## config.mk

```make
export PLATFORM = sky130hd
export DESIGN_NAME = pc_unit
export DESIGN_NICKNAME = d
export VERILOG_FILES = /design/src/rtl/pc_pkg.sv /design/src/rtl/pc_ras.sv /design/src/rtl/pc_unit.sv
export SDC_FILE = /design/constraint.sdc
export NUM_CORES = 1
export LEC_CHECK = 0
export CORE_ASPECT_RATIO = 0.8
export CORE_MARGIN = 10
export CORE_UTILIZATION = 56
export DETAILED_ROUTE_END_ITERATION = 12
export PLACE_DENSITY = 0.88
export SYNTH_ARGS = -nofsm -noshare
export SYNTH_HDL_FRONTEND = slang
export SYNTH_SLANG_ARGS = --single-unit
```

## constraint.sdc

```tcl
create_clock -name i_clk -period 6.2 [get_ports i_clk]
set_input_delay 0.93 -clock i_clk [delete_from_list [all_inputs] [get_ports i_clk]]
set_output_delay 0.93 -clock i_clk [all_outputs]
set_load 0.01 [all_outputs]
```

## src/rtl/pc_pkg.sv

```systemverilog
// Shared definitions for the program-counter unit: next-PC select encodings
// and the default exception vector.
package pc_pkg;

    typedef enum logic [1:0] {
        PC_SEL_SEQ    = 2'd0,
        PC_SEL_BRANCH = 2'd1,
        PC_SEL_JUMP   = 2'd2,
        PC_SEL_RET    = 2'd3
    } pc_sel_e;

    localparam logic [31:0] PC_EXC_VECTOR_DFLT = 32'h0000_0080;

endpackage

```

## src/rtl/pc_ras.sv

```systemverilog
// Return-address stack: circular buffer with a top pointer and an occupancy
// count; a push on a full stack overwrites the oldest entry and sets sticky ovf.
module pc_ras
    import pc_pkg::*;
#(
    parameter int WIDTH     = 32,
    parameter int RAS_DEPTH = 4
) (
    input  logic             i_clk,
    input  logic             i_rst_n,
    input  logic             i_push,
    input  logic             i_pop,
    input  logic [WIDTH-1:0] i_data,
    output logic [WIDTH-1:0] o_top,
    output logic             o_empty,
    output logic             o_full,
    output logic             o_ovf
);

    localparam int PTR_W = $clog2(RAS_DEPTH);
    localparam int CNT_W = $clog2(RAS_DEPTH + 1);
    localparam logic [PTR_W-1:0] PTR_ONE = PTR_W'(1);
    localparam logic [CNT_W-1:0] CNT_ONE = CNT_W'(1);
    localparam logic [CNT_W-1:0] CNT_MAX = CNT_W'(RAS_DEPTH);

    logic [WIDTH-1:0] mem_r [RAS_DEPTH];
    logic [PTR_W-1:0] ptr_r;
    logic [PTR_W-1:0] ptr_nxt_s;
    logic [PTR_W-1:0] wr_idx_s;
    logic [CNT_W-1:0] cnt_r;
    logic [CNT_W-1:0] cnt_nxt_s;
    logic             ovf_r;
    logic             wr_s;
    logic             ovf_set_s;
    logic             empty_s;
    logic             full_s;

    assign empty_s = (cnt_r == {CNT_W{1'b0}});
    assign full_s  = (cnt_r == CNT_MAX);

    // Next pointer/count; pop+push on a non-empty stack rewrites the top in place
    always_comb begin
        ptr_nxt_s = ptr_r;
        cnt_nxt_s = cnt_r;
        wr_idx_s  = ptr_r;
        wr_s      = 1'b0;
        ovf_set_s = 1'b0;
        if (i_push && i_pop && !empty_s) begin
            wr_s     = 1'b1;
            wr_idx_s = ptr_r;
        end else if (i_push) begin
            ptr_nxt_s = ptr_r + PTR_ONE;
            wr_idx_s  = ptr_r + PTR_ONE;
            wr_s      = 1'b1;
            if (full_s) begin
                ovf_set_s = 1'b1;
            end else begin
                cnt_nxt_s = cnt_r + CNT_ONE;
            end
        end else if (i_pop && !empty_s) begin
            ptr_nxt_s = ptr_r - PTR_ONE;
            cnt_nxt_s = cnt_r - CNT_ONE;
        end else begin
            ptr_nxt_s = ptr_r;
        end
    end

    // Pointer, count and sticky overflow flag
    always_ff @(posedge i_clk or negedge i_rst_n) begin
        if (!i_rst_n) begin
            ptr_r <= {PTR_W{1'b0}};
            cnt_r <= {CNT_W{1'b0}};
            ovf_r <= 1'b0;
        end else begin
            ptr_r <= ptr_nxt_s;
            cnt_r <= cnt_nxt_s;
            ovf_r <= ovf_r | ovf_set_s;
        end
    end

    // Entry storage; contents are don't-care until written, so no reset
    always_ff @(posedge i_clk) begin
        if (wr_s) begin
            mem_r[wr_idx_s] <= i_data;
        end
    end

    assign o_top   = mem_r[ptr_r];
    assign o_empty = empty_s;
    assign o_full  = full_s;
    assign o_ovf   = ovf_r;

endmodule

```

## src/rtl/pc_unit.sv

```systemverilog
// Program-counter unit with next-PC selection, return-address stack and
// exception redirect. Define PC_ALIGN_CHK_EN to trap misaligned target loads.
module pc_unit
    import pc_pkg::*;
#(
    parameter int               WIDTH        = 32,
    parameter logic [WIDTH-1:0] RESET_VECTOR = '0,
    parameter logic [WIDTH-1:0] EXC_VECTOR   = WIDTH'(PC_EXC_VECTOR_DFLT),
    parameter int               STEP         = 4,
    parameter int               RAS_DEPTH    = 4
) (
    input  logic             i_clk,
    input  logic             i_rst_n,
    input  logic             i_pc_w_c,
    input  logic [1:0]       i_sel,
    input  logic [WIDTH-1:0] i_target,
    input  logic             i_call,
    input  logic             i_exc,
    output logic [WIDTH-1:0] o_pc,
    output logic [WIDTH-1:0] o_epc,
    output logic             o_ras_empty,
    output logic             o_ras_full,
    output logic             o_ras_ovf,
    output logic             o_ras_unf,
    output logic             o_misalign
);

    localparam logic [WIDTH-1:0] STEP_W = WIDTH'(STEP);

    pc_sel_e          sel_s;
    logic [WIDTH-1:0] pc_r;
    logic [WIDTH-1:0] epc_r;
    logic [WIDTH-1:0] pc_nxt_s;
    logic [WIDTH-1:0] epc_nxt_s;
    logic [WIDTH-1:0] seq_s;
    logic [WIDTH-1:0] ras_top_s;
    logic             ras_empty_s;
    logic             push_s;
    logic             pop_s;
    logic             unf_s;
    logic             unf_r;

    assign sel_s = pc_sel_e'(i_sel);
    assign seq_s = pc_r + STEP_W;

`ifdef PC_ALIGN_CHK_EN
    logic tgt_load_s;
    logic mis_s;
    logic mis_r;
    // Every source except SEQ loads an externally supplied or stacked address
    assign tgt_load_s = (sel_s != PC_SEL_SEQ);
`endif

    // Priority: exception, then hold, then the selected next-PC source
    always_comb begin
        pc_nxt_s  = pc_r;
        epc_nxt_s = epc_r;
        push_s    = 1'b0;
        pop_s     = 1'b0;
        unf_s     = 1'b0;
`ifdef PC_ALIGN_CHK_EN
        mis_s     = 1'b0;
`endif
        if (i_exc) begin
            pc_nxt_s  = EXC_VECTOR;
            epc_nxt_s = pc_r;
        end else if (!i_pc_w_c) begin
            pc_nxt_s = pc_r;
        end else begin
            case (sel_s)
                PC_SEL_SEQ:    pc_nxt_s = seq_s;
                PC_SEL_BRANCH: pc_nxt_s = i_target;
                PC_SEL_JUMP: begin
                    pc_nxt_s = i_target;
                    push_s   = i_call;
                end
                PC_SEL_RET: begin
                    push_s = i_call;
                    if (!ras_empty_s) begin
                        pc_nxt_s = ras_top_s;
                        pop_s    = 1'b1;
                    end else begin
                        pc_nxt_s = i_target;
                        unf_s    = 1'b1;
                    end
                end
                default: pc_nxt_s = pc_r;
            endcase
`ifdef PC_ALIGN_CHK_EN
            // A misaligned load becomes an exception and leaves the RAS untouched
            if (tgt_load_s && (pc_nxt_s[1:0] != 2'b00)) begin
                pc_nxt_s  = EXC_VECTOR;
                epc_nxt_s = pc_r;
                mis_s     = 1'b1;
                push_s    = 1'b0;
                pop_s     = 1'b0;
                unf_s     = 1'b0;
            end else begin
                mis_s = 1'b0;
            end
`endif
        end
    end

    // PC, EPC and the single-cycle status pulses
    always_ff @(posedge i_clk or negedge i_rst_n) begin
        if (!i_rst_n) begin
            pc_r  <= RESET_VECTOR;
            epc_r <= {WIDTH{1'b0}};
            unf_r <= 1'b0;
        end else begin
            pc_r  <= pc_nxt_s;
            epc_r <= epc_nxt_s;
            unf_r <= unf_s;
        end
    end

`ifdef PC_ALIGN_CHK_EN
    // Misalignment pulse register
    always_ff @(posedge i_clk or negedge i_rst_n) begin
        if (!i_rst_n) begin
            mis_r <= 1'b0;
        end else begin
            mis_r <= mis_s;
        end
    end
    assign o_misalign = mis_r;
`else
    assign o_misalign = 1'b0;
`endif

    pc_ras #(
        .WIDTH     (WIDTH),
        .RAS_DEPTH (RAS_DEPTH)
    ) u_ras (
        .i_clk   (i_clk),
        .i_rst_n (i_rst_n),
        .i_push  (push_s),
        .i_pop   (pop_s),
        .i_data  (seq_s),
        .o_top   (ras_top_s),
        .o_empty (ras_empty_s),
        .o_full  (o_ras_full),
        .o_ovf   (o_ras_ovf)
    );

    assign o_pc        = pc_r;
    assign o_epc       = epc_r;
    assign o_ras_empty = ras_empty_s;
    assign o_ras_unf   = unf_r;

endmodule

```

Word-level counts from Yosys, hierarchy flattened
Memories as Yosys holds them, arrays and structs flattened. Cells that the tools add are included.

Register bits after elaboration: 71. RAM bits: 128. Input bits: 39. Output and inout bits: 69. Word-level logic and storage cells: 60. Memories: 1.

Memory list: u_ras.mem_r (depth 4, width 32, read ports 1, clocked after memory_dff 0, wr ports 1, RTL line pc_ras.sv:26) `logic [WIDTH-1:0] mem_r [RAS_DEPTH];`.

Add/subtract/negate cells: 5. Equality and inequality tests: 5. Mux-type cells: 29. Bitwise logic cells: 2. Reductions and logical operators: 12.

Operator list (count): $mux W32 (3); $pmux W32 S3 (1); $add A32 B3 Y32 const B (1); $mux W1 (18); $mux W3 (3); $mux W2 (4); $eq A2 B2 Y1 const B (2); $reduce_bool A2 Y1 (2); $reduce_or A2 Y1 (2); $add A3 B1 Y3 const B (1); $eq A3 B3 Y1 const B (1); $logic_and A1 B1 Y1 (3); $logic_not A3 Y1 (1); $reduce_and A3 Y1 (1); $sub A3 B1 Y3 const B (1); $add A2 B1 Y2 const B (1); $eq A2 B1 Y1 const B (1); $logic_not A2 Y1 (1); $ne A2 B2 Y1 const B (1); $reduce_and A2 Y1 (1); $sub A2 B1 Y2 const B (1); $logic_not A1 Y1 (1); $not A1 Y1 (1); $or A1 B1 Y1 (1).

Depth between registers and ports, before layout
Gate-level depths: netlist of the first run.

Depth after elaboration: 10. Gate-level depth with buffers: 9.

Hierarchy
From an unflattened synthesis of the first run, not the netlist that was laid out.

Cells, all modules: 673. Area, all modules: 9336.5 um^2.

By module, submodules not included: pc_ras (times used 1, cells an instance 235, area each 5193.7 um^2, seq. area each 3993.8 um^2); pc_unit (times used 1, cells an instance 438, area each 4142.7 um^2, seq. area each 1626.6 um^2).

Worst setup path after synthesis of the first run
OpenSTA, ideal clock, no wires.

Kind: input to register. Start: input i_pc_w_c. End: memory u_ras.mem_r[1][0] (enable). Library setup time: 0.461 ns. Data arrival time: 4.383 ns. Data required time: 5.739 ns. Path slack: 1.356 ns. Stages on the path: 7. Buffers on the path: 2. Cell sequence: clkbuf_1 > nand2b_1 > or2_2 > clkbuf_1 > ha_1 > mux2i_1 > nor3_1.

Word-level cells in the longest chain between the ends: 7. Elaborated cells on any way between the ends: 12.

RTL lines: start: declaration (RTL line pc_unit.sv:14) `input logic i_pc_w_c,`; $mux W1 (RTL line pc_unit.sv:67) `end else if (!i_pc_w_c) begin`; $mux W1 (RTL line pc_unit.sv:64) `if (i_exc) begin`; $logic_and A1 B1 Y1 (2 in a row) (RTL line pc_ras.sv:48) `if (i_push && i_pop && !empty_s) begin`; $mux W1 (RTL line pc_ras.sv:48); $mux W1 (RTL line pc_ras.sv:83) `if (wr_s) begin`; $mux W1 (implied by the code) (RTL line pc_ras.sv:84) `mem_r[wr_idx_s] <= i_data;`; end: declaration (RTL line pc_ras.sv:26).

Several ways; a longest one is shown, not always the timed one.

Final worst setup path of the first run
Start: input i_pc_w_c. End: memory u_ras.mem_r[0][9] (enable).

The elaborated chain is that of the path after synthesis.

==> reports/results.tsv, run 1 <==
metric	value	unit
outcome	finished clean	
Final Hold Viols	0	
Synth Area in Adders	1.07	%
CP arrival	4290	ps
Finished Layout Cells	921	
Max-Cap Viols	0	
Synth async-reset ratio	35.7	%
overall routing resource usage	22.0	%
Worst R2R Start	u_ras.ptr_r[0]	
xor/xnor cell area share of the yosys netlist	3.15	%
Hold Path Class	flip-flop to flip-flop	
post-synthesis sequential area ratio	63.2	%
CTS resizes	0	
Core Region	15700	µm²
Slowest-stage cell, CP	clkdlybuf4s50_1	
fin crit period	4210	ps
endpoints failing setup	0	
crit-path max cell delay	990	ps
Via density	6.63	
Detailed Routing Iterations Pass 1	5	
Routed Antenna Nets	0	
I/O Pins	108	
Layout Nets	739	
WP buf/inv	2	
PwrDens	342	nW/µm²
unrepaired setup endpoints after global routing	false	
synthesis-to-layout area growth	21.0	%
commonest register cell after synthesis	edfxtp_1	
layout cells sized above 1	17.3	%
Port Buf Inserts	106	
Post-synth EDFFs	128	
WS Path Type	primary input to flip-flop	
post-CTS setup buffer count	0	
max-slew violations	0	
critical path, cell by cell	clkdlybuf4s50_1 -> nand2b_1 -> or2_2 -> ha_1 -> mux2i_1 -> nand2_1 -> nor2_2 -> buf_4	
VDD IR max	0.000357	V
Sink Count	199	
clock insertion delay at the later pin of the skew report	450	ps
area share of the largest cell type after synthesis	43.2	%
crit path launch	i_pc_w_c	
Synth area leaders	edfxtp_1 43%, dfrtp_1 20%, mux4_2 8.1%, mux2_2 4.2%, xnor2_1 2.3%	
Yosys Warn Count	0	
Worst-Margin Slew	1010	ps
Leak	0.00396	µW
Tcrit/Tclk final	67.9	%
placed cells	889	
maximum clock frequency	237	MHz
clk root buf	clkbuf_16	
dpl hpwl	14.8	mm
post-synthesis mux area share	12.5	%
#FFs+latches synth	199	
relative slew slack	32.3	%
Mapped Avg Cell Area	14.8	µm²
grt total ovfl	0	
DR iter-0 viols	835	
Die H	133	µm
main combinational cell family by area after synthesis	multiplexers	
worst clock skew	17.2	ps
Synth Area in Compound Gates	9.33	%
Setup crit end	u_ras.mem_r[0][9]	
reg2reg end	u_ras.mem_r[0][9]	
Worst Setup End Kind	flip-flop	
crit path launch type	primary input	
Yosys cell types	60	
setup TNS	0	ps
top cell type by total area after synthesis	edfxtp_1	
RePlAce Congestion	0.869	
Final Total Pwr	3680	µW
Largest delay share family, worst path	buffers and inverters	
CTS Hold Bufs	0	
Reg2Reg Setup Slack	3170	ps
clock slew at reported path FFs	70	ps
initial antenna violation count	0	
# diodes	0	
largest net degree at the start of global routing	72	
number of global-route vias before repair	6151	
net count after synthesis	645	
worst reg-to-reg path cell count	7	
mapped cell area	8890	µm²
Die X	161	µm
Syn Inst Count	599	
crit-path max FO	32	
cell count along the critical path	8	
Hold Startpoint	u_ras.o_ovf	
H-tree depth	4	
CP required	6280	ps
Clock Tree Buf Depth	2	
CTS tree	built	
routed via count	6109	
first-pass GRT wire length	36.7	mm
area of the die	21400	µm²
row cnt	41	
Total Wirelength	23.4	mm
Synth Area in Simple Gates	7.95	%
Fillers	1028	
cts bufs inserted	17	
Starting Density	56.7	%
DRC viols	0	
Avg WL per Cell	25.4	µm
worst min-delay path by stage:
stage / endpoint / slack (ps) / cells past startpoint
after floorplan: u_ras.cnt_r[2] / 480 / 1
after global placement: u_ras.o_ovf / 440 / 1
after detailed placement: u_ras.o_ovf / 450 / 1
after CTS: u_ras.o_ovf / 470 / 1
after global routing: u_ras.o_ovf / 480 / 1
final: u_ras.o_ovf / 460 / 1
kinds of logic after synthesis:
group	Yosys count
compound gates	114
xor+xnor	32
fa+ha+maj	7
buf+inv	53
flops	199
mux	67
other cells	1
simple gates	126
synthesized netlist by cell type, types with 5 or more instances:
library cell,count
a31oi_1,13
clkbuf_1,18
a21o_1,5
buf_2,7
o21ai_0,15
xor2_1,9
a21oi_1,15
nand3_1,15
xnor2_1,23
a22o_1,9
nor3_1,12
nor2_1,22
a22oi_1,10
nand4_1,5
a32oi_1,7
edfxtp_1,128
and3_1,6
ha_1,6
nand2_1,34
mux4_2,32
mux2_2,33
or3_1,8
inv_1,12
buf_1,9
dfrtp_1,71
a221oi_1,10
buf_4,5
cell type report:
cell class              instances  area, µm²  share of cell area [%]
repair buffers                116       1130                    10.5
inverters                      12       45.0                   0.418
flip-flops and latches        199       5620                    52.2
clock inverters                14        230                    2.14
clock buffers                  18        429                    3.99
multi-input cells             347       3040                    28.3
well taps                     215        269                    2.50
state kept, by name, indices dropped and copies added, names as in the netlist:
name and flops:
u_ras.mem_r 128, o_epc 32, o_pc 32, u_ras.cnt_r 3
u_ras.ptr_r 2, o_ras_unf 1, u_ras.o_ovf 1
stage by stage:
| step | cell area (µm²) | util (%) | setup WS, ps | hold WS (ps) |
|---|---|---|---|---|
| 2_1_floorplan | 8890 | - | 1360 | 485 |
| 3_3_place_gp | 10100 | 64.4 | 1950 | 441 |
| 3_5_place_dp | 10100 | 64.4 | 1710 | 452 |
| 4_1_cts | 10800 | 68.6 | 2130 | 467 |
| 5_1_grt | 10800 | 68.6 | 1940 | 481 |
| 6_report | 10800 | 68.6 | 1990 | 457 |
layer usage:
layer | track usage (%) | part of all wire (%) | vias to the layer above
li1 | - | - | 2529
met1 | 29.1 | 38 | 3088
met2 | 34.2 | 47 | 444
met3 | 6.73 | 12 | 48
met4 | 6.71 | 1.9 | 0
met5 | 0 | 0 | -
power breakdown:
group	switching, µW	total (µW)	internal (µW)
registers	94.7	1620	1520
clock network	483	1240	753
logic	414	831	416
cell usage in the layout, fill, tap and decap left out, drive strengths merged, types with 8 or more instances in the layout:
cell type / synthesis / final
nand3: 16 / 16
a31oi: 13 / 13
mux2: 33 / 33
dfrtp: 71 / 71
clkbuf: 20 / 18
inv: 12 / 12
a22o: 9 / 9
nand2: 34 / 34
clkdlybuf4s50: 0 / 104
xnor2: 23 / 23
mux4: 32 / 32
buf: 21 / 12
edfxtp: 128 / 128
a221oi: 10 / 10
nor2: 22 / 22
or3: 8 / 8
o21ai: 15 / 15
a22oi: 10 / 10
xor2: 9 / 9
a21oi: 15 / 15
nor3: 12 / 12
Note: power is estimated with default switching activity, not from simulation.
==> run 2, diff against run 1 <==
CORE_UTILIZATION = 50   (was 56)
PLACE_DENSITY = 0.84   (was 0.88)
clock period = 3.8 ns   (was 6.2 ns; I/O delays follow)
==> run 2 against run 1 <==
Compared with the run above: sequential cell count stayed put; register-to-register slack worse by 2100 ps; combinational power rose by 62%; clock power rose by 35%; critical path depth is 1 higher; first-iteration DRC count decreased by 2.6%; count of clock-buffer cells in the layout grew 4; routed wire length is 2.8% higher; design area is 0.17% higher; global-route usage is 1.7 points lower; worst setup slack worse by 1200 ps; clock skew down 5.5 ps.
==> reports/results.tsv, run 2 (synthesized netlist as in run 1, its figures left out) <==
metric	value	unit	change
crit-path max FO	20		-38%
Most flops, register	u_ras.mem_r		
grt total ovfl	0		unchanged
endpoints failing setup	0		unchanged
Total Wirelength	24.1	mm	+2.8%
RePlAce Congestion	0.892		+2.7%
Via density	6.54		-1.4%
Avg WL per Cell	25.6	µm	+0.51%
layout cells sized above 1	18.3	%	+0.99 points
placed cells	912		+2.6%
initial antenna violation count	0		unchanged
Port Buf Inserts	106		unchanged
synthesis-to-layout area growth	21.3	%	
Routed Antenna Nets	0		unchanged
cell mode on critical path	ha_1		
CP arrival	3120	ps	-1170 ps
first-pass GRT wire length	37.1	mm	+1.2%
routed via count	6161		+0.85%
clock insertion delay at the later pin of the skew report	440	ps	about the same
I/O Pins	108		unchanged
largest net degree at the start of global routing	72		unchanged
PwrDens	529	nW/µm²	+54%
row cnt	43		+4.9%
DR iter-0 viols	813		-2.6%
CTS tree	built		
Hold Path Class	primary input to async pin		
most frequent cells in the layout	128 x edfxtp_1, 104 x clkdlybuf4s50_1, 70 x dfrtp_1		
post-CTS setup buffer count	0		unchanged
DRC viols	0		unchanged
area of the die	23600	µm²	+10%
Die X	169	µm	+5.1%
setup TNS	0	ps	unchanged
Final Hold Viols	0		unchanged
Detailed Routing Iterations Pass 1	5		unchanged
crit-path max cell delay	510	ps	-480 ps
Max-Cap Viols	0		unchanged
unrepaired setup endpoints after global routing	false		
final instance area	10800	µm²	+0.17%
# diodes	0		unchanged
critical path, cell by cell	clkdlybuf4s50_1 -> ha_1 -> o21ai_0 -> or2_2 -> ha_1 -> mux2i_1 -> nand2_1 -> nor2_2 -> buf_4		
Largest delay share family, worst path	buffers and inverters		
Finished Layout Cells	942		+2.3%
Reg2Reg Setup Slack	1090	ps	-2080 ps
CTS resizes	0		unchanged
Die H	139	µm	+5.0%
Layout Nets	752		+1.8%
Worst Setup End Kind	flip-flop		
cts bufs inserted	17		unchanged
Leak	0.00397	µW	+0.27%
number of global-route vias before repair	6255		+1.7%
Starting Density	51.2	%	-5.5 points
outcome	finished clean		
CTS Hold Bufs	0		unchanged
Fillers	1298		+26%
worst clock skew	11.7	ps	-5.48 ps
max reg flops	128		unchanged
clock slew at reported path FFs	70	ps	about the same
dpl hpwl	15.8	mm	+6.4%
relative slew slack	34.9	%	+2.6 points
H-tree depth	4		unchanged
most common cell after layout, fill and taps aside	edfxtp_1		
Core Region	17400	µm²	+11%
fin crit period	3020	ps	
Worst-Margin Slew	977	ps	-34.7 ps
WS Path Type	primary input to flip-flop		
Tcrit/Tclk final	79.5	%	
crit path launch type	primary input		
maximum clock frequency	331	MHz	
Clock Tree Buf Depth	2		unchanged
overall routing resource usage	20.3	%	-1.7 points
Placed Area	10300	µm²	+1.5%
clk root buf	clkbuf_16		
max-slew violations	0		unchanged
Slowest-stage cell, CP	clkdlybuf4s50_1		
Sink Count	199		unchanged
VDD IR max	0.000383	V	+7.3%
WP buf/inv	2		unchanged
CP required	3900	ps	-2380 ps
[run 2: changes by cell type in the layout (fill, tap and decap cells not counted), moves of 3 or more]
| cell | change |
|---|---|
| buf_4 | +10 |
| clkbuf_1 | +3 |
| bufinv_16 | -5 |
| buf_12 | +3 |
[run 2: metrics by stage]
stage	setup WS [ps]	util [%]	hold WS, ps	total power, µW
after floorplan	-684	-	274	3540
after global placement	478	59.0	439	4000
after detailed placement	382	59.0	465	4070
after CTS	828	62.1	317	5720
after global routing	623	62.1	341	5940
final	778	62.1	274	5700
[run 2: per-layer routing]
layer  track usage (%)  wire length [µm]
met1              26.9              9420
met2              30.9             11200
met3              7.43              3010
met4              5.40               472
met5                 0                 0
[run 2: worst paths after layout]
path | from | end | depth (start not counted)
worst max-delay path | i_sel[1] | u_ras.mem_r[0][5] | 9
worst min-delay path | i_rst_n | o_pc[12] | 1
worst max register to register | o_pc[2] | o_pc[16] | 7
worst min register to register | u_ras.o_ovf | u_ras.o_ovf | 1
max in group asynchronous | i_rst_n | u_ras.ptr_r[0] | 1
min in group i_clk | u_ras.o_ovf | u_ras.o_ovf | 1
[run 2: layout make-up]
cell class                 instances  area, µm²  area share [%]
timing repair buffer             129       1260            11.7
clock buffer                      22        454            4.21
sequential                       199       5620            52.1
inverter                          12       45.0           0.418
tap                              225        282            2.61
multi-input combinational        347       3040            28.2
clock inverter                     8       76.3           0.708
[run 2: report_power, final]
part	internal (µW)	switching, µW	leakage [µW]
clock network	912	763	0.000254
logic	700	646	0.00160
registers	2480	194	0.00212
[run 2: worst register-to-register path: stages, from the launching register on]
cell     delay [ps]
dfrtp_1         540
ha_1            350
inv_1           120
nor4_4          580
buf_4           250
nand3_1         100
xnor2_1         420
o221a_2         280
==> run 3, diff against run 2 <==
CORE_UTILIZATION = 56   (was 50)
PLACE_DENSITY = 0.88   (was 0.84)
clock period = 3.1 ns   (was 3.8 ns; I/O delays follow)
==> run 3 against run 2 <==
Compared with the run above: count of clock-buffer cells in the layout shrank 2; cell count decreased by 0.21%; die area is 9.3% lower; sequential power grew 21%; design area rose by 2.0%; utilization up 8.0 points; hold slack worse by 86 ps; via count is 0.36% lower; worst setup slack worse by 380 ps.
==> reports/results.tsv, run 3 (synthesized netlist as in run 1, its figures left out) <==
metric	value	unit	change
Seq pwr share	43.4	%	-3.6 points
placed cells	908		-0.44%
Slowest-stage cell, CP	nor4_4		
crit path launch	o_pc[2]		
first-pass GRT wire length	37.1	mm	about the same
largest net degree at the start of global routing	72		unchanged
grt total ovfl	0		unchanged
Reg2Reg Setup Slack	390	ps	-700 ps
cell count along the critical path	6		-3
cts bufs inserted	17		unchanged
worst clock skew	10.9	ps	-0.882 ps
relative slew slack	27.8	%	-7.1 points
outcome	finished clean		
P_sw	2020	µW	+26%
CTS resizes	0		unchanged
H-tree depth	4		unchanged
DR iter-0 viols	799		-1.7%
reg2reg end	o_pc[24]		
WHS	188	ps	-85.5 ps
endpoints failing setup	0		unchanged
Detailed Routing Iterations Pass 1	6		+1
clock insertion delay at the later pin of the skew report	430	ps	about the same
row cnt	41		-4.7%
clk root buf	clkbuf_16		
Largest delay share family, worst path	simple AND/OR/NAND/NOR gates		
VDD IR max	0.000504	V	+32%
DRC viols	0		unchanged
# diodes	0		unchanged
Max-Cap Viols	0		unchanged
RePlAce Congestion	0.880		-1.4%
Avg WL per Cell	25.2	µm	-1.3%
Most flops, register	u_ras.mem_r		
WS Path Type	flip-flop to flip-flop		
Clock Tree Buf Depth	2		unchanged
Die H	133	µm	-4.7%
crit-path max cell delay	610	ps	+100 ps
routed via count	6139		-0.36%
Comb pwr share	24.1	%	+0.5 points
setup ws final	394	ps	-384 ps
area of the die	21400	µm²	-9.3%
Port Buf Inserts	106		unchanged
dpl hpwl	15.6	mm	-0.87%
Via density	6.53		-0.15%
Finished Layout Cells	940		-0.21%
max-slew violations	0		unchanged
unrepaired setup endpoints after global routing	false		
Worst Setup End Kind	flip-flop		
maximum clock frequency	370	MHz	
crit-path max FO	10		-50%
Layout Nets	758		+0.80%
P_int	5430	µW	+33%
crit path launch type	flip-flop		
Die X	161	µm	-4.9%
Hold Path Class	primary input to async pin		
Leak	0.00409	µW	+3.0%
Sink Count	199		unchanged
overall routing resource usage	22.2	%	+1.9 points
Setup crit end	o_pc[24]		
Core Region	15700	µm²	-9.7%
area of the multi-input gates	3070	µm²	+0.74%
post-CTS setup buffer count	0		unchanged
CP arrival	3060	ps	-60 ps
number of global-route vias before repair	6346		+1.5%
Final Hold Viols	0		unchanged
max reg flops	128		unchanged
most common cell after layout, fill and taps aside	edfxtp_1		
initial antenna violation count	0		unchanged
worst reg-to-reg path cell count	6		-1
WP buf/inv	1		-1
synthesis-to-layout area growth	23.7	%	
fin crit period	2710	ps	
layout cells sized above 1	19.6	%	+1.3 points
I/O Pins	108		unchanged
Starting Density	56.7	%	+5.5 points
register area	5620	µm²	unchanged
CTS Hold Bufs	0		unchanged
Routed Antenna Nets	0		unchanged
critical path, cell by cell	ha_1 -> inv_1 -> nor4_4 -> nand2_1 -> or4_1 -> a31oi_1		
Clock power frac	32.6	%	+3.2 points
Total Wirelength	23.7	mm	-1.5%
Worst-Margin Slew	1080	ps	+102 ps
CTS tree	built		
Worst R2R Start	o_pc[2]		
Fillers	1008		-22%
switching share of power	27.1	%	-1.0 points
Final Total Pwr	7450	µW	+31%
PwrDens	677	nW/µm²	+28%
most frequent cells in the layout	128 x edfxtp_1, 104 x clkdlybuf4s50_1, 70 x dfrtp_1		
Setup WS pre-CTS	155	ps	-228 ps
clock slew at reported path FFs	70	ps	about the same
Tcrit/Tclk final	87.3	%	
setup TNS	0	ps	unchanged
CP required	3450	ps	-450 ps
==> run 3: metal layers <==
layer / global-route usage, % / vias up / share of wire, %
li1: - / 2567 / -
met1: 28.5 / 3073 / 39
met2: 35.5 / 449 / 48
met3: 7.72 / 50 / 12
met4: 5.40 / 0 / 1.8
met5: 0 / - / 0
==> run 3: power groups by stage <==
stage / logic [µW] / registers, µW / clock network [µW]
6_report: 1790 / 3230 / 2420
5_1_grt: 1910 / 3250 / 2560
4_1_cts: 1800 / 3230 / 2440
3_5_place_dp: 1770 / 3280 / 0
3_3_place_gp: 1720 / 3260 / 0
2_1_floorplan: 1100 / 3260 / 0
==> run 3: worst min-delay path by stage <==
stage                        to
CTS                    o_epc[1]
global route           o_epc[0]
finish                 o_epc[1]
detailed placement  u_ras.o_ovf
global placement    u_ras.o_ovf
floorplan              o_epc[0]
==> run 3: final cells by class <==
| type | instances | area share (%) |
|---|---|---|
| clock buffer | 20 | 4.15 |
| sequential | 199 | 51.1 |
| timing repair buffer | 135 | 12.2 |
| tap | 215 | 2.45 |
| multi-input combinational | 347 | 27.9 |
| inverter | 12 | 0.409 |
| clock inverter | 12 | 1.80 |
==> run 3: through the flow <==
stage	cell area [µm²]	utilization [%]
CTS	11000	70.1
detailed placement	10300	65.9
global placement	10300	65.9
global route	11000	70.1
floorplan	8920	-
finish	11000	70.1
==> run 3: worst reg2reg max path, delay by kind of cell (launching register included) <==
| family | cells | cell delay, ps |
|---|---|---|
| AND/OR/NAND/NOR | 3 | 1440 |
| flip-flops | 1 | 570 |
| adder cells (fa/ha/maj) | 1 | 350 |
| AO/OA/AOI/OAI | 1 | 140 |
| buffers and inverters | 1 | 120 |
==> RTL edit, RTL diff (flow settings as in run 3) <==
Put a register stage on the output `o_ras_ovf`, without a reset. The value now appears one clock later. The other outputs are not delayed to match.
--- a/src/rtl/pc_unit.sv
+++ b/src/rtl/pc_unit.sv
@@ -27,4 +27,6 @@
 
     localparam logic [WIDTH-1:0] STEP_W = WIDTH'(STEP);
+
+    logic o_ras_ovf_d;
 
     pc_sel_e          sel_s;
@@ -142,5 +144,5 @@
         .o_empty (ras_empty_s),
         .o_full  (o_ras_full),
-        .o_ovf   (o_ras_ovf)
+        .o_ovf   (o_ras_ovf_d)
     );
 
@@ -150,4 +152,8 @@
     assign o_ras_unf   = unf_r;
 
+    always_ff @(posedge i_clk) begin
+        o_ras_ovf <= o_ras_ovf_d;
+    end
+
 endmodule
 
Formal check against the unedited RTL: not equivalent (Yosys sat finds a counterexample within 10 cycles, from zero or initial values and one cycle with i_rst_n low).
==> RTL edit against run 3 <==
- final cell count is 0.21% higher
- cell area is 0.48% lower
- setup slack gained 0.11 ns
- non-clock buffer count is 1 higher
- sequential cell count increased by 1
- routed wire length up 1.8%
- clock skew rose by 0.0026 ns
- total power fell by 2.8%
- synthesized area grew 0.23%
- largest power group unchanged
- highest routed layer unchanged
==> RTL edit: results (changes against run 3) <==
CTS
  • H-tree depth: 4 (unchanged)
  • Postcts setup bufs: 0 (unchanged)
  • CTS Buf Count: 17 (unchanged)
  • Root Buffer Master: clkbuf_16
  • Post-cts sizing count: 0 (unchanged)
  • Clock buffer depth: 2 (unchanged)
  • Clk pin slew, worst setup/hold paths: 0.07 ns (about the same)
  • Clk Latency, worst-skew pair: 0.44 ns

Global routing
  • Largest net degree at the start of global routing: 72 (unchanged)
  • First-pass GRT wire length: 37770 um (+1.8%)
  • Vias in the first global route: 6382 (+0.57%)
  • Met3 Track Usage GR: 0.07099 (-0.006200)
  • Met1 GRT Util: 0.2973 (+0.01195)
  • Initial antenna violation count: 0 (unchanged)
  • Gr busiest metal: met2
  • Total Routing Usage GR: 0.2279 (+0.005700)
  • Grt met2 use: 0.3530 (-0.002294)

Drt
  • Initial drt markers: 876 (+9.6%)
  • Drt total wl: 24140 um (+1.8%)
  • Vias per std cell: 6.562 (+0.47%)
  • Pre-antenna DRT Iters: 6 (unchanged)

Synthesis
  • Leading area contributor after synthesis: edfxtp_1
  • Area contributors post-synth: edfxtp_1, dfrtp_1, mux4_2
  • EDFF count, synth: 128 (unchanged)
  • Yosys cell types: 61 (+1.7%)
  • Register area share after synthesis: 0.6327 (+0.0008267)
  • Syn Nets: 646 (+0.16%)
  • Fraction of registers with async set/reset: 0.3550 (-0.001784)
  • Synthesis Warnings: 0 (unchanged)
  • Commonest cells in the netlist: edfxtp_1, dfrtp_1, nand2_1

Hold path
  • Min-delay worst type: in -> async

Critical path
  • Worst r2r src: o_pc[3]$_DFFE_PN0P_
  • CP startpoint: i_sel[0]
  • Top delay family on crit path: buffers and inverters
  • Crit-path slowest cell: clkdlybuf4s50_1
  • Critical Path Max Stage Delay: 0.49 ns (-0.12 ns)
  • Worst Path Max Fanout: 13 (+3)
  • CP arrival: 2.72 ns (-0.34 ns)

Cells and area
  • Layout cells sized above 1: 0.1967 (+0.0008367)
  • Max reg flops: 128 (unchanged)
  • Diode count: 0 (unchanged)
  • Biggest register: u_ras.mem_r
  • Nets@finish: 760 (+0.26%)

Power and ir drop
  • Maximum vdd drop: 0.4866 mV (-3.5%)
  • LEAKAGE: 4.058 nW (-0.70%)

Placement
  • Detail Placement HPWL: 16260 um (+3.9%)
  • GPL Wtd Cong: 0.8877 (+0.88%)
  • Port bufs: 106 (unchanged)

Timing
  • Hold Fails Final Rpt: 0 (unchanged)
  • Worst slew pin tran: 0.9663 ns (-0.1120 ns)
  • Clock Skew: 0.01342 ns (+0.002562 ns)

Status
  • Status: finished, final reports clean
-- RTL edit: worst paths after layout --
check / cells after the start / slack (ns) / end
max: 10 / 0.51 / u_ras.mem_r[0][4]$_DFFE_PP_
min: 1 / 0.17 / o_pc[9]$_DFFE_PN0P_
max reg2reg: 7 / 0.52 / o_pc[16]$_DFFE_PN0P_
min reg2reg: 0 / 0.37 / o_ras_ovf$_DFF_P_
max in group asynchronous: 1 / 2.27 / u_ras.ptr_r[0]$_DFFE_PN0P_
min in group i_clk: 0 / 0.37 / o_ras_ovf$_DFF_P_
-- RTL edit: cell families (layout without fill, tap and decap cells) --
logic type               Yosys count  in the layout  synth area share
buffers and inverters             53            180           0.02765
AND/OR/NAND/NOR                  126            126           0.07930
flip-flops                       200            200            0.6327
XOR/XNOR                          32             32           0.03144
other                              1              1         0.0004206
adder cells (fa/ha/maj)            7              7           0.01067
AO/OA/AOI/OAI                    114            114           0.09305
multiplexers                      67             67            0.1248
-- RTL edit: metrics by stage --
step	instances	hold slack, ns	instance area [um2]	setup TNS, ns	worst slack (ns)
after floorplan	600	0.1694	8940	-22.10	-0.3453
after global placement	910	0.3591	10360	0	0.1626
after detailed placement	910	0.3609	10360	0	0.07896
after CTS	942	0.2102	10950	0	0.5140
after global routing	942	0.2452	10950	0	0.3291
final	942	0.1705	10950	0	0.5086
-- RTL edit: worst register-to-register path, cell delays in order, from the launching register on --
cell and delay, ns:
dfrtp_1 0.49, ha_1 0.35, inv_1 0.13, nor4_4 0.55
buf_4 0.25, nand3_1 0.09, xnor2_1 0.39, o221a_2 0.27
-- RTL edit: report_power, final --
part / switching [mW] / internal, mW
combinational: 0.896 / 0.885
sequential: 0.191 / 3.06
clock: 0.980 / 1.22
-- RTL edit: cell type report --
class                   instances  area (um2)
clock buffers                  19       442.9
clock inverters                13       143.9
fillers                      1000        4748
inverters                      12       45.04
multi-input cells             347        3065
flip-flops and latches        200        5642
well taps                     215       269.0
repair buffers                136        1341
-- RTL edit: metal layers --
layer / vias to the layer above / share of wire
li1: 2567 / -
met1: 3103 / 0.38
met2: 472 / 0.47
met3: 39 / 0.12
met4: 0 / 0.019
met5: - / 0
